`src/rtl/full_stage_ctrl_gen_pkg.sv`:
```
// rtl/full_stage_ctrl_gen_pkg.sv - shared types and defaults for the fully-connected stage controller
package full_stage_ctrl_gen_pkg;

  localparam int FC_DW        = 32;
  localparam int FC_TAP_AW    = 5;
  localparam int FC_NTAPS     = 6;
  localparam int ERR_BASE_DEF = 12;

  typedef logic [FC_DW-1:0] float_24_8;

  // Tap-memory side bundle as seen by the stage datapath
  typedef struct packed {
    logic [FC_TAP_AW-1:0]         rd_addr;
    logic                         rd_vld;
    logic [FC_TAP_AW-1:0]         wr_addr;
    logic                         wr_vld;
    logic                         sub_vld;
    logic [FC_TAP_AW-1:0]         sub_addr;
    logic [FC_NTAPS*FC_DW-1:0]    sub_data;
    logic                         inter;
    logic                         inter_first;
  } tap_if_t;

endpackage

```
`src/rtl/full_stage_ctrl_gen_if.sv`:
```
// rtl/full_stage_ctrl_gen_if.sv - tap/bias memory control and zerror stream bundle
interface full_stage_ctrl_gen_if #(
  parameter int TAP_AW = 5,
  parameter int DW     = 32
);

  logic [TAP_AW-1:0] tap_rd_addr;
  logic              tap_rd_vld;
  logic [TAP_AW-1:0] tap_wr_addr;
  logic              tap_wr_vld;
  logic              tap_sub_vld;
  logic              bias_wr_vld;
  logic              tap_rd_stall;
  logic [DW-1:0]     zerror_data;
  logic              zerror_vld;
  logic              zerror_rdy;
  logic              zerror_ovf;

  modport master (
    output tap_rd_addr, tap_rd_vld, tap_wr_addr, tap_wr_vld, tap_sub_vld,
    output bias_wr_vld, tap_rd_stall,
    output zerror_data, zerror_vld, zerror_ovf,
    input  zerror_rdy
  );

  modport slave (
    input  tap_rd_addr, tap_rd_vld, tap_wr_addr, tap_wr_vld, tap_sub_vld,
    input  bias_wr_vld, tap_rd_stall,
    input  zerror_data, zerror_vld, zerror_ovf,
    output zerror_rdy
  );

endinterface

```
`src/rtl/full_ctrl_skid_fifo.sv`:
```
// rtl/full_ctrl_skid_fifo.sv - 2-entry first-word-fall-through FIFO with sticky overflow flag
module full_ctrl_skid_fifo #(
  parameter int DW = 32
) (
  input  logic          clk,
  input  logic          reset,
  input  logic [DW-1:0] s_tdata,
  input  logic          s_tvalid,
  output logic [DW-1:0] m_tdata,
  output logic          m_tvalid,
  input  logic          m_tready,
  output logic          ovf
);

  logic [DW-1:0] mem [2];
  logic          wr_ptr;
  logic          rd_ptr;
  logic [1:0]    cnt;
  logic          full;
  logic          pop;
  logic          push_ok;

  assign full     = (cnt == 2'd2);
  assign m_tvalid = (cnt != 2'd0);
  assign m_tdata  = mem[rd_ptr];
  assign pop      = m_tvalid & m_tready;
  // A pop in the same cycle frees the slot the push lands in
  assign push_ok  = s_tvalid & (~full | pop);

  always_ff @(posedge clk) begin
    if (!reset) begin
      mem[0] <= '0;
      mem[1] <= '0;
      wr_ptr <= 1'b0;
      rd_ptr <= 1'b0;
      cnt    <= 2'd0;
      ovf    <= 1'b0;
    end else begin
      if (push_ok) begin
        mem[wr_ptr] <= s_tdata;
        wr_ptr      <= ~wr_ptr;
      end
      if (pop) begin
        rd_ptr <= ~rd_ptr;
      end
      case ({push_ok, pop})
        2'b10:   cnt <= cnt + 2'd1;
        2'b01:   cnt <= cnt - 2'd1;
        default: cnt <= cnt;
      endcase
      if (s_tvalid && full && !pop) begin
        ovf <= 1'b1;
      end
    end
  end

endmodule

```
`src/rtl/full_stage_ctrl_gen.sv`:
```
// rtl/full_stage_ctrl_gen.sv - tap/bias/zerror controller for a fully-connected stage
// Optional read/write-back hazard detect under FULL_CTRL_HAZARD_EN.
module full_stage_ctrl_gen
  import full_stage_ctrl_gen_pkg::*;
#(
  parameter int NTAPS    = FC_NTAPS,
  parameter int DW       = FC_DW,
  parameter int TAP_AW   = FC_TAP_AW,
  parameter int PH_W     = 2,
  parameter int ERR_BASE = ERR_BASE_DEF,
  parameter int UPD_LAT  = 5,
  parameter int ERR_LAT  = 10
) (
  input  logic              clk,
  input  logic              reset,
  input  logic              active_normal,
  input  logic              active_start_d,
  input  logic [TAP_AW-1:0] tap_address,
  input  logic              error_update_first,
  input  logic              error_update_latch,
  input  logic              error_tap_update_out,
  input  logic [PH_W-1:0]   error_phase,
  input  logic [PH_W-1:0]   error_phase_read,
  input  logic              error_valid,
  input  logic [TAP_AW-1:0] error_tap_length,
  input  logic              tap_enable,
  input  logic              bias_enable,
  input  logic [TAP_AW-1:0] bias_wr_address,
  input  logic [DW-1:0]     data_out_pre,
  output logic              wb_done,
  full_stage_ctrl_gen_if.master bus
);

  localparam logic [TAP_AW-1:0] ERR_BASE_A = TAP_AW'(ERR_BASE);

  if (UPD_LAT < 2 || ERR_LAT < 3 || NTAPS < 1) begin : g_param_check
    $error("full_stage_ctrl_gen: UPD_LAT>=2, ERR_LAT>=3, NTAPS>=1 required");
  end

  logic [TAP_AW-1:0] rd_addr;
  logic              wb_req;
  logic [UPD_LAT:1]  pipe_vld;
  logic [TAP_AW-1:0] pipe_addr [1:UPD_LAT];
  logic [UPD_LAT:1]  upd_sr;
  logic              upd_d;
  logic              wb_wr;
  logic [TAP_AW-1:0] wb_cnt;
  logic              cnt_last;
  logic [ERR_LAT:1]  err_sr;
  logic [2:1]        start_sr;
  logic              z_push;
  logic [DW-1:0]     z_tdata;
  logic              z_tvalid;
  logic              z_ovf;

  // Read address arbitration between normal and error-update phases
  assign rd_addr = error_update_first ? ERR_BASE_A + TAP_AW'(error_phase_read) : tap_address;
  assign wb_req  = error_update_latch & ~error_update_first;

  assign bus.tap_rd_addr = rd_addr;
  assign bus.tap_rd_vld  = active_normal;

  always_ff @(posedge clk) begin
    if (!reset) begin
      pipe_vld <= '0;
      upd_sr   <= '0;
      for (int k = 1; k <= UPD_LAT; k++) begin
        pipe_addr[k] <= '0;
      end
    end else begin
      pipe_vld     <= {pipe_vld[UPD_LAT-1:1], wb_req};
      upd_sr       <= {upd_sr[UPD_LAT-1:1], error_tap_update_out};
      pipe_addr[1] <= rd_addr;
      for (int k = 2; k <= UPD_LAT; k++) begin
        pipe_addr[k] <= pipe_addr[k-1];
      end
    end
  end

  assign upd_d = upd_sr[UPD_LAT];
  assign wb_wr = pipe_vld[UPD_LAT] & tap_enable & ~upd_d;

  // A write-back owns the write port; error accumulates only use it when idle
  assign bus.tap_wr_addr = pipe_vld[UPD_LAT] ? pipe_addr[UPD_LAT]
                                             : ERR_BASE_A + TAP_AW'(error_phase);
  assign bus.tap_wr_vld  = error_valid | wb_wr;
  assign bus.tap_sub_vld = ~pipe_vld[UPD_LAT] & error_valid;
  assign bus.bias_wr_vld = bias_enable & pipe_vld[UPD_LAT-1];

  assign cnt_last = (error_tap_length != '0) && (wb_cnt == error_tap_length - TAP_AW'(1));
  assign wb_done  = wb_wr & cnt_last & ~active_start_d;

  always_ff @(posedge clk) begin
    if (!reset) begin
      wb_cnt <= '0;
    end else if (active_start_d) begin
      wb_cnt <= '0;
    end else if (wb_wr) begin
      wb_cnt <= cnt_last ? '0 : wb_cnt + TAP_AW'(1);
    end
  end

  always_ff @(posedge clk) begin
    if (!reset) begin
      err_sr   <= '0;
      start_sr <= '0;
    end else begin
      err_sr   <= {err_sr[ERR_LAT-1:1], error_tap_update_out};
      start_sr <= {start_sr[1], active_start_d};
    end
  end

  assign z_push = err_sr[ERR_LAT] & ~start_sr[2];

  full_ctrl_skid_fifo #(
    .DW (DW)
  ) u_zerror_fifo (
    .clk      (clk),
    .reset    (reset),
    .s_tdata  (data_out_pre),
    .s_tvalid (z_push),
    .m_tdata  (z_tdata),
    .m_tvalid (z_tvalid),
    .m_tready (bus.zerror_rdy),
    .ovf      (z_ovf)
  );

  assign bus.zerror_data = z_tdata;
  assign bus.zerror_vld  = z_tvalid;
  assign bus.zerror_ovf  = z_ovf;

`ifdef FULL_CTRL_HAZARD_EN
  logic hazard_hit;

  // Any in-flight write-back to the address being read is a hazard
  always_comb begin
    hazard_hit = 1'b0;
    for (int k = 1; k <= UPD_LAT; k++) begin
      if (pipe_vld[k] && (pipe_addr[k] == rd_addr)) begin
        hazard_hit = 1'b1;
      end
    end
  end

  assign bus.tap_rd_stall = active_normal & hazard_hit;
`else
  assign bus.tap_rd_stall = 1'b0;
`endif

  // Bias writes reuse the pipe timing; the address comes straight from the sequencer
  logic unused_bias_addr;
  assign unused_bias_addr = ^bias_wr_address;

endmodule
```
`src/flat_wrapper.sv`:
```
// flat-port wrapper written by rule: the top's interface ports become plain ports
module full_stage_ctrl_gen_flat import full_stage_ctrl_gen_pkg::*;
#(
  parameter int NTAPS    = FC_NTAPS,
  parameter int DW       = FC_DW,
  parameter int TAP_AW   = FC_TAP_AW,
  parameter int PH_W     = 2,
  parameter int ERR_BASE = ERR_BASE_DEF,
  parameter int UPD_LAT  = 5,
  parameter int ERR_LAT  = 10
)
  (clk, reset, active_normal, active_start_d, tap_address, error_update_first, error_update_latch, error_tap_update_out, error_phase, error_phase_read, error_valid, error_tap_length, tap_enable, bias_enable, bias_wr_address, data_out_pre, wb_done, bus_tap_rd_addr, bus_tap_rd_vld, bus_tap_wr_addr, bus_tap_wr_vld, bus_tap_sub_vld, bus_bias_wr_vld, bus_tap_rd_stall, bus_zerror_data, bus_zerror_vld, bus_zerror_ovf, bus_zerror_rdy);
  full_stage_ctrl_gen_if #(.TAP_AW(TAP_AW), .DW(DW)) bus_i ();
  input  logic clk;
  input  logic reset;
  input  logic active_normal;
  input  logic active_start_d;
  input  logic [TAP_AW-1:0] tap_address;
  input  logic error_update_first;
  input  logic error_update_latch;
  input  logic error_tap_update_out;
  input  logic [PH_W-1:0] error_phase;
  input  logic [PH_W-1:0] error_phase_read;
  input  logic error_valid;
  input  logic [TAP_AW-1:0] error_tap_length;
  input  logic tap_enable;
  input  logic bias_enable;
  input  logic [TAP_AW-1:0] bias_wr_address;
  input  logic [DW-1:0] data_out_pre;
  output logic wb_done;
  output wire logic [$bits(bus_i.tap_rd_addr)-1:0] bus_tap_rd_addr;
  output wire logic [$bits(bus_i.tap_rd_vld)-1:0] bus_tap_rd_vld;
  output wire logic [$bits(bus_i.tap_wr_addr)-1:0] bus_tap_wr_addr;
  output wire logic [$bits(bus_i.tap_wr_vld)-1:0] bus_tap_wr_vld;
  output wire logic [$bits(bus_i.tap_sub_vld)-1:0] bus_tap_sub_vld;
  output wire logic [$bits(bus_i.bias_wr_vld)-1:0] bus_bias_wr_vld;
  output wire logic [$bits(bus_i.tap_rd_stall)-1:0] bus_tap_rd_stall;
  output wire logic [$bits(bus_i.zerror_data)-1:0] bus_zerror_data;
  output wire logic [$bits(bus_i.zerror_vld)-1:0] bus_zerror_vld;
  output wire logic [$bits(bus_i.zerror_ovf)-1:0] bus_zerror_ovf;
  input wire logic [$bits(bus_i.zerror_rdy)-1:0] bus_zerror_rdy;
  assign bus_tap_rd_addr = bus_i.tap_rd_addr;
  assign bus_tap_rd_vld = bus_i.tap_rd_vld;
  assign bus_tap_wr_addr = bus_i.tap_wr_addr;
  assign bus_tap_wr_vld = bus_i.tap_wr_vld;
  assign bus_tap_sub_vld = bus_i.tap_sub_vld;
  assign bus_bias_wr_vld = bus_i.bias_wr_vld;
  assign bus_tap_rd_stall = bus_i.tap_rd_stall;
  assign bus_zerror_data = bus_i.zerror_data;
  assign bus_zerror_vld = bus_i.zerror_vld;
  assign bus_zerror_ovf = bus_i.zerror_ovf;
  assign bus_i.zerror_rdy = bus_zerror_rdy;
  full_stage_ctrl_gen #(.NTAPS(NTAPS), .DW(DW), .TAP_AW(TAP_AW), .PH_W(PH_W), .ERR_BASE(ERR_BASE), .UPD_LAT(UPD_LAT), .ERR_LAT(ERR_LAT)) u_core (.clk(clk), .reset(reset), .active_normal(active_normal), .active_start_d(active_start_d), .tap_address(tap_address), .error_update_first(error_update_first), .error_update_latch(error_update_latch), .error_tap_update_out(error_tap_update_out), .error_phase(error_phase), .error_phase_read(error_phase_read), .error_valid(error_valid), .error_tap_length(error_tap_length), .tap_enable(tap_enable), .bias_enable(bias_enable), .bias_wr_address(bias_wr_address), .data_out_pre(data_out_pre), .wb_done(wb_done), .bus(bus_i));
endmodule
```
`config.mk`:
```
export PLATFORM = sky130hd
export DESIGN_NAME = full_stage_ctrl_gen_flat
export DESIGN_NICKNAME = d
export VERILOG_FILES = /design/src/rtl/full_stage_ctrl_gen_pkg.sv /design/src/rtl/full_stage_ctrl_gen_if.sv /design/src/rtl/full_ctrl_skid_fifo.sv /design/src/rtl/full_stage_ctrl_gen.sv /design/src/flat_wrapper.sv
export SDC_FILE = /design/constraint.sdc
export NUM_CORES = 1
export LEC_CHECK = 0
export BUFFER_PORTS_ARGS = -buffer_cell sky130_fd_sc_hd__buf_2
export CORE_UTILIZATION = 57
export CTS_CLUSTER_DIAMETER = 50
export DETAILED_ROUTE_END_ITERATION = 8
export PLACE_DENSITY = 0.84
export SLEW_MARGIN = 0
export SYNTH_ARGS = -nofsm -noshare
export SYNTH_HDL_FRONTEND = slang
export SYNTH_HIERARCHICAL = 1
export SYNTH_SLANG_ARGS = --single-unit
```
`constraint.sdc`:
```
create_clock -name clk -period 5.5 [get_ports clk]
set_input_delay 0.825 -clock clk [delete_from_list [all_inputs] [get_ports clk]]
set_output_delay 0.825 -clock clk [all_outputs]
set_load 0.03 [all_outputs]
```
==> flow_summary_export.csv, run 1 <==
group,metric,value,unit
cts,tritoncts,"built",
cts,numCtsBuffers,17,
yosys,synthDistinctLibCells,38,
yosys,yosys.area.top_type,"edfxtp_1",
detailed_routing,dr_wl_met3,422,um
sta,tns,0,ns
floorplan,ioPinCount,112,
place,pre_cts_ws,2.34,ns
detailed_routing,routed_via_density,5.02,
yosys,ys_warn_count,6,
floorplan,die_y,92.8,um
yosys,synthArstFlopShare,0,
setup_path,cp.required,4.68,ns
cts,h-tree-depth,4,
floorplan,core-area,7850,um2
sta,hold_viol_final,0,
finish,drive_above_1_share,0.401,
cts,ctsHoldBuffers,0,
detailed_routing,vias,2841,
cts,clock_tree.buffer_depth,2,
detailed_routing,post_drt_wl_per_cell,14.6,um
yosys,synthFlopType,"edfxtp_1",
detailed_routing,drc,0,
place,dpl.hpwl,5190,um
yosys,synth.net_count,409,
pwr,p_per_area,351,nW/um2
global_route,overflow,0,
sta,worst_slack,2.35,ns
yosys,synthCells,344,
cts,cts_root_buf,"clkbuf_8",
floorplan,initial_core_util,0.598,
yosys,yosysSeqAreaShare,0.635,
finish,diodes,0,
global_route,grt_pass1_wl,13000,um
floorplan,die_x,92.8,um
run,maxCapViolCount,0,
yosys,synth.most_common_cell,"and2_1",
setup_path,cp_max_fo,6,
place,gp_congestion,0.718,
global_route,grt_antenna_before_repair,0,
yosys,yosysTopAreaCellShare,0.409,
global_route,grt_pass1_vias,2895,
sta,final-setup-viol-count,0,
cts,cts_sinks,117,
cts,postCtsSetupRepairBufs,0,
cts,clk_latency,0.50,ns
min_path,hold_class,"register to register",
yosys,synth_common_cells,"and2_1, edfxtp_1, dfxtp_1",
sta,worst_pin_slew,1.07,ns
setup_path,crit_type,"input pin to primary output",
detailed_routing,wirelength,8270,um
sta,fmax,0.318,GHz
detailed_routing,met1_length,3340,um
sta,relSlewSlack,0.283,
cts,cts_resized,0,
sta,finalCritPeriodShare,0.572,
yosys,avgSynthCellArea,13.6,um2
yosys,ys_seq_elements,117,
setup_path,cp.arrival,2.32,ns
floorplan,die_area,8600,um2
yosys,synth.cell_area,4690,um2
sta,layout_min_cycle_time,3.15,ns
place,io_buffers,103,
detailed_routing,firstDrtPassIters,4,
pwr,vdd.ir_drop.worst,283,uV
yosys,synthTopCellsByArea,"edfxtp_1, dfxtp_1, and2_1, mux2_2, xnor2_1",
global_route,track_usage,0.206,
setup_path,cp-start-kind,"input pin",
cts,clk_pin_slew,0.06,ns
finish,syn_to_final_growth,23.7,%
status,status,"complete, no violations",
sta,clock_skew,0.0101,ns
sta,maxSlewViolCount,0,
setup_path,endpoint_kind,"primary output",
yosys,synth-edff-count,64,
detailed_routing,topRoutingLayerUsed,"met4",
global_route,grt_max_degree,53,
finish,finish.net_count,516,
pwr,leakage,2.48,nW
sta,rsz0062_at_grt,"no",
floorplan,rows,32,
detailed_routing,wl_met2,4430,um
finish,fin_util,0.740,
detailed_routing,ant_nets,0,
detailed_routing,drtIter0Drc,139,
pwr,power,2.04,mW
## per-stage QoR
| stage | instances | area [um2] | hold WS [ns] |
|---|---|---|---|
| floorplan | 344 | 4690 | 0.412 |
| global placement | 534 | 5260 | 0.413 |
| detailed placement | 534 | 5260 | 0.419 |
| CTS | 566 | 5810 | 0.432 |
| global route | 566 | 5810 | 0.453 |
| finish | 566 | 5810 | 0.430 |
## final timing paths
| path | from | end | slack, ns | cells after the start |
|---|---|---|---|---|
| setup reg to reg | u_core/u_zerror_fifo/cnt[0] | u_core/u_zerror_fifo/mem[0][30] | 3.44 | 3 |
| hold reg to reg | u_core/pipe_addr[0][9] | u_core/pipe_addr[0][14] | 0.43 | 1 |
| setup / recovery | error_tap_length[0] | wb_done | 2.35 | 8 |
| hold / removal | u_core/pipe_addr[0][9] | u_core/pipe_addr[0][14] | 0.43 | 1 |
## cell families (layout without fill, tap and decap cells)
logic type                 after synthesis  after routing  synth area share
other                                    1              1          0.000799
muxes                                   37             37            0.0885
and+or+nand+nor                        145            145             0.204
xor gates and xnor gates                14             14            0.0261
DFF                                    117            117             0.635
adders and majority gates                3              3           0.00800
AOI/OAI and AO/OA                        7              7            0.0112
buffers and inverters                   20            140            0.0256
## area by class of cell
| class | instances | area [um2] |
|---|---|---|
| clock buffer | 20 | 458 |
| clock inverter | 12 | 90.1 |
| fill | 541 | 2040 |
| inverter | 3 | 11.3 |
| multi-input combinational | 207 | 1610 |
| sequential | 117 | 2980 |
| tap | 102 | 128 |
| timing repair buffer | 105 | 531 |
## layer usage
layer | track usage | vias up
met4 | 0.0936 | 0
met5 | 0 | -
li1 | - | 1381
met3 | 0.0764 | 6
met2 | 0.362 | 86
met1 | 0.221 | 1368
## power breakdown
part	leakage, nW	total, mW	internal, mW	switching (mW)
Clock	0.276	0.993	0.600	0.393
Sequential	1.10	0.948	0.942	0.00526
Combinational	1.10	0.0947	0.0371	0.0576
## cells in the final DEF (no fill, tap or decap), drive strengths merged
cell type and count:
nand2b 4, clkinv 3, o21ai 2, clkbuf 20
o2111ai 1, a21oi 1, or3 1, mux2i 1
xnor2 10, and3b 1, and2 109, xor2 4
nand2 3, or2 4, o21a 1, a21o 1
nor2b 6, edfxtp 64, and2b 1, mux2 36
nand4 2, clkinvlp 1, nor3b 3, nor2 1
buf 105, or2b 2, nor3 7, ha 3
inv 11, nor4 1, conb 1, dfxtp 53
a21boi 1
## sequential cells by signal, summed over array words and instances (netlist names), 2 cells and up, named ones only
| signal | cells |
|---|---|
| u_core/upd_sr | 4 |
| u_core/u_zerror_fifo/cnt | 2 |
| u_core/pipe_vld | 5 |
| u_core/start_sr | 2 |
| u_core/pipe_addr | 25 |
| u_core/err_sr | 6 |
| u_core/u_zerror_fifo/mem | 64 |
| u_core/wb_cnt | 5 |
## worst max-delay path, stage by stage
cell and delay (ns):
buf_2 0.11, inv_1 0.05, ha_1 0.21, nor3b_2 0.16
xnor2_1 0.15, nor4_4 0.44, nor2b_1 0.17, buf_2 0.20
No activity file was read; power rests on OpenSTA's default activity.
==> run 2, diff against run 1 <==
CORE_UTILIZATION = 53   (was 57)
PLACE_DENSITY = 0.79   (was 0.84)
clock period = 2.97 ns   (was 5.5 ns; I/O delays follow)
==> run 2 against run 1 <==
First-iteration DRC count decreased by 27%. Count of clock-buffer cells in the layout decreased by 2. Sequential power increased by 85%. Clock skew decreased by 0.0017 ns. Flip-flop and latch count unchanged. Critical path depth decreased by 3. Global-route usage decreased by 2.1 points. Critical endpoint unchanged.
==> flow_summary_export.csv, run 2 (synthesis results as in run 1) <==
group,metric,value,unit
status,status,"complete, no violations",
floorplan,die_x,96.1,um
sta,final-setup-viol-count,0,
detailed_routing,ant_nets,0,
cts,postCtsSetupRepairBufs,0,
cts,clk_pin_slew,0.06,ns
cts,tritoncts,"built",
finish,largest_reg_flops,64,
floorplan,ioPinCount,112,
place,io_buffers,103,
detailed_routing,post_drt_wl_per_cell,14.1,um
cts,h-tree-depth,4,
setup_path,cp.arrival,2.27,ns
global_route,grt_antenna_before_repair,0,
pwr,p_per_area,657,nW/um2
detailed_routing,vias,2821,
sta,worst_pin_slew,1.08,ns
sta,layout_min_cycle_time,2.72,ns
detailed_routing,drtIter0Drc,101,
finish,syn_to_final_growth,25.0,%
setup_path,crit_type,"register to primary output",
global_route,grt_pass1_vias,2720,
setup_path,cp.required,2.52,ns
sta,relSlewSlack,0.278,
sta,maxSlewViolCount,0,
global_route,grt_pass1_wl,12400,um
setup_path,cp_max_fo,7,
place,gp_congestion,0.717,
place,dpl.hpwl,4950,um
finish,diodes,0,
finish,finalNonFillerCells,571,
cts,cts_sinks,117,
sta,tns,0,ns
cts,clock_tree.buffer_depth,2,
floorplan,initial_core_util,0.560,
place,post-place-cells,538,
sta,fmax,0.368,GHz
sta,clock_skew,0.00848,ns
cts,numCtsBuffers,17,
sta,finalCritPeriodShare,0.915,
finish,drive_above_1_share,0.403,
global_route,overflow,0,
detailed_routing,routed_via_density,4.94,
detailed_routing,firstDrtPassIters,4,
detailed_routing,drc,0,
detailed_routing,wirelength,8020,um
global_route,grt_max_degree,52,
floorplan,rows,33,
sta,rsz0062_at_grt,"no",
floorplan,core-area,8380,um2
finish,top_regs,"u_core/u_zerror_fifo/mem: 64 flops, u_core/pipe_addr: 25 flops, u_core/err_sr: 6 flops",
finish,finish.net_count,518,
cts,ctsHoldBuffers,0,
cts,clk_latency,0.50,ns
floorplan,die_area,9240,um2
run,maxCapViolCount,0,
finish,regMostFlops,"u_core/u_zerror_fifo/mem",
cts,cts_root_buf,"clkbuf_8",
pwr,leakage,2.49,nW
cts,cts_resized,0,
finish,final_common_cell,"and2_1",
floorplan,die_y,96.1,um
setup_path,endpoint_kind,"primary output",
global_route,track_usage,0.186,
sta,hold_viol_final,0,
setup_path,cp-start-kind,"register",
min_path,hold_class,"input pin to register",
pwr,vdd.ir_drop.worst,389,uV
finish,layout_common_cells,"and2_1, buf_2, edfxtp_1, dfxtp_1, mux2_2",
## run 2: cell types whose count changed in the layout (fill, tap and decap cells not counted)
cell and change:
nor3b_2 +1, inv_4 -3, clkbuf_8 -1, buf_12 +1, inv_6 +4, clkbuf_2 -1
bufinv_16 +1
## run 2: area by class of cell
cell class                      instances  area [um2]
Inverter                                3        11.3
Timing Repair Buffer                  106         551
Tap cell                              105         131
Clock buffer                           18         439
Clock inverter                         14         136
Fill cell                             594        2510
Multi-Input combinational cell        208        1620
Sequential cell                       117        2980
## run 2: worst max-delay path, cell delays in order (launching register included)
cell and delay, ns:
dfxtp_1 0.47, and3b_1 0.38, o2111ai_2 0.21, nor4_4 0.33, nor2b_1 0.18, buf_2 0.20
## run 2: per-stage QoR
step                      area (um2)  setup slack, ns  utilization  hold slack [ns]  power, mW
after floorplan                 4690            0.369            -            0.412       1.89
after global placement          5280            0.180        0.630            0.413       1.96
final                           5870            0.252        0.700            0.161       3.86
after global routing            5870           0.0626        0.700            0.142       3.99
after CTS                       5860            0.160        0.699            0.132       3.91
after detailed placement        5280            0.163        0.630            0.417       1.97
## run 2: routing by layer
metal	part of all wire	vias up	global-route usage
li1	-	1398	-
met1	0.40	1327	0.199
met2	0.51	87	0.315
met3	0.070	9	0.0719
met4	0.014	0	0.0995
met5	0	-	0
## run 2: report_power, final
| part | leakage, nW | switching, mW | total (mW) | internal, mW |
|---|---|---|---|---|
| registers | 1.10 | 0.00964 | 1.75 | 1.74 |
| logic | 1.10 | 0.106 | 0.176 | 0.0704 |
| clock network | 0.284 | 0.747 | 1.93 | 1.18 |
| total | 2.49 | 0.862 | 3.86 | 3.00 |
## run 2: path summary, 6_finish.rpt
| path | from | end | slack [ns] | cells past startpoint |
|---|---|---|---|---|
| min reg2reg | u_core/pipe_addr[0][9] | u_core/pipe_addr[0][14] | 0.43 | 1 |
| max | u_core/pipe_vld[5] | wb_done | 0.25 | 5 |
| max reg2reg | u_core/err_sr[10] | u_core/u_zerror_fifo/mem[1][1] | 0.45 | 4 |
| min | error_update_latch | u_core/pipe_vld[1] | 0.16 | 3 |
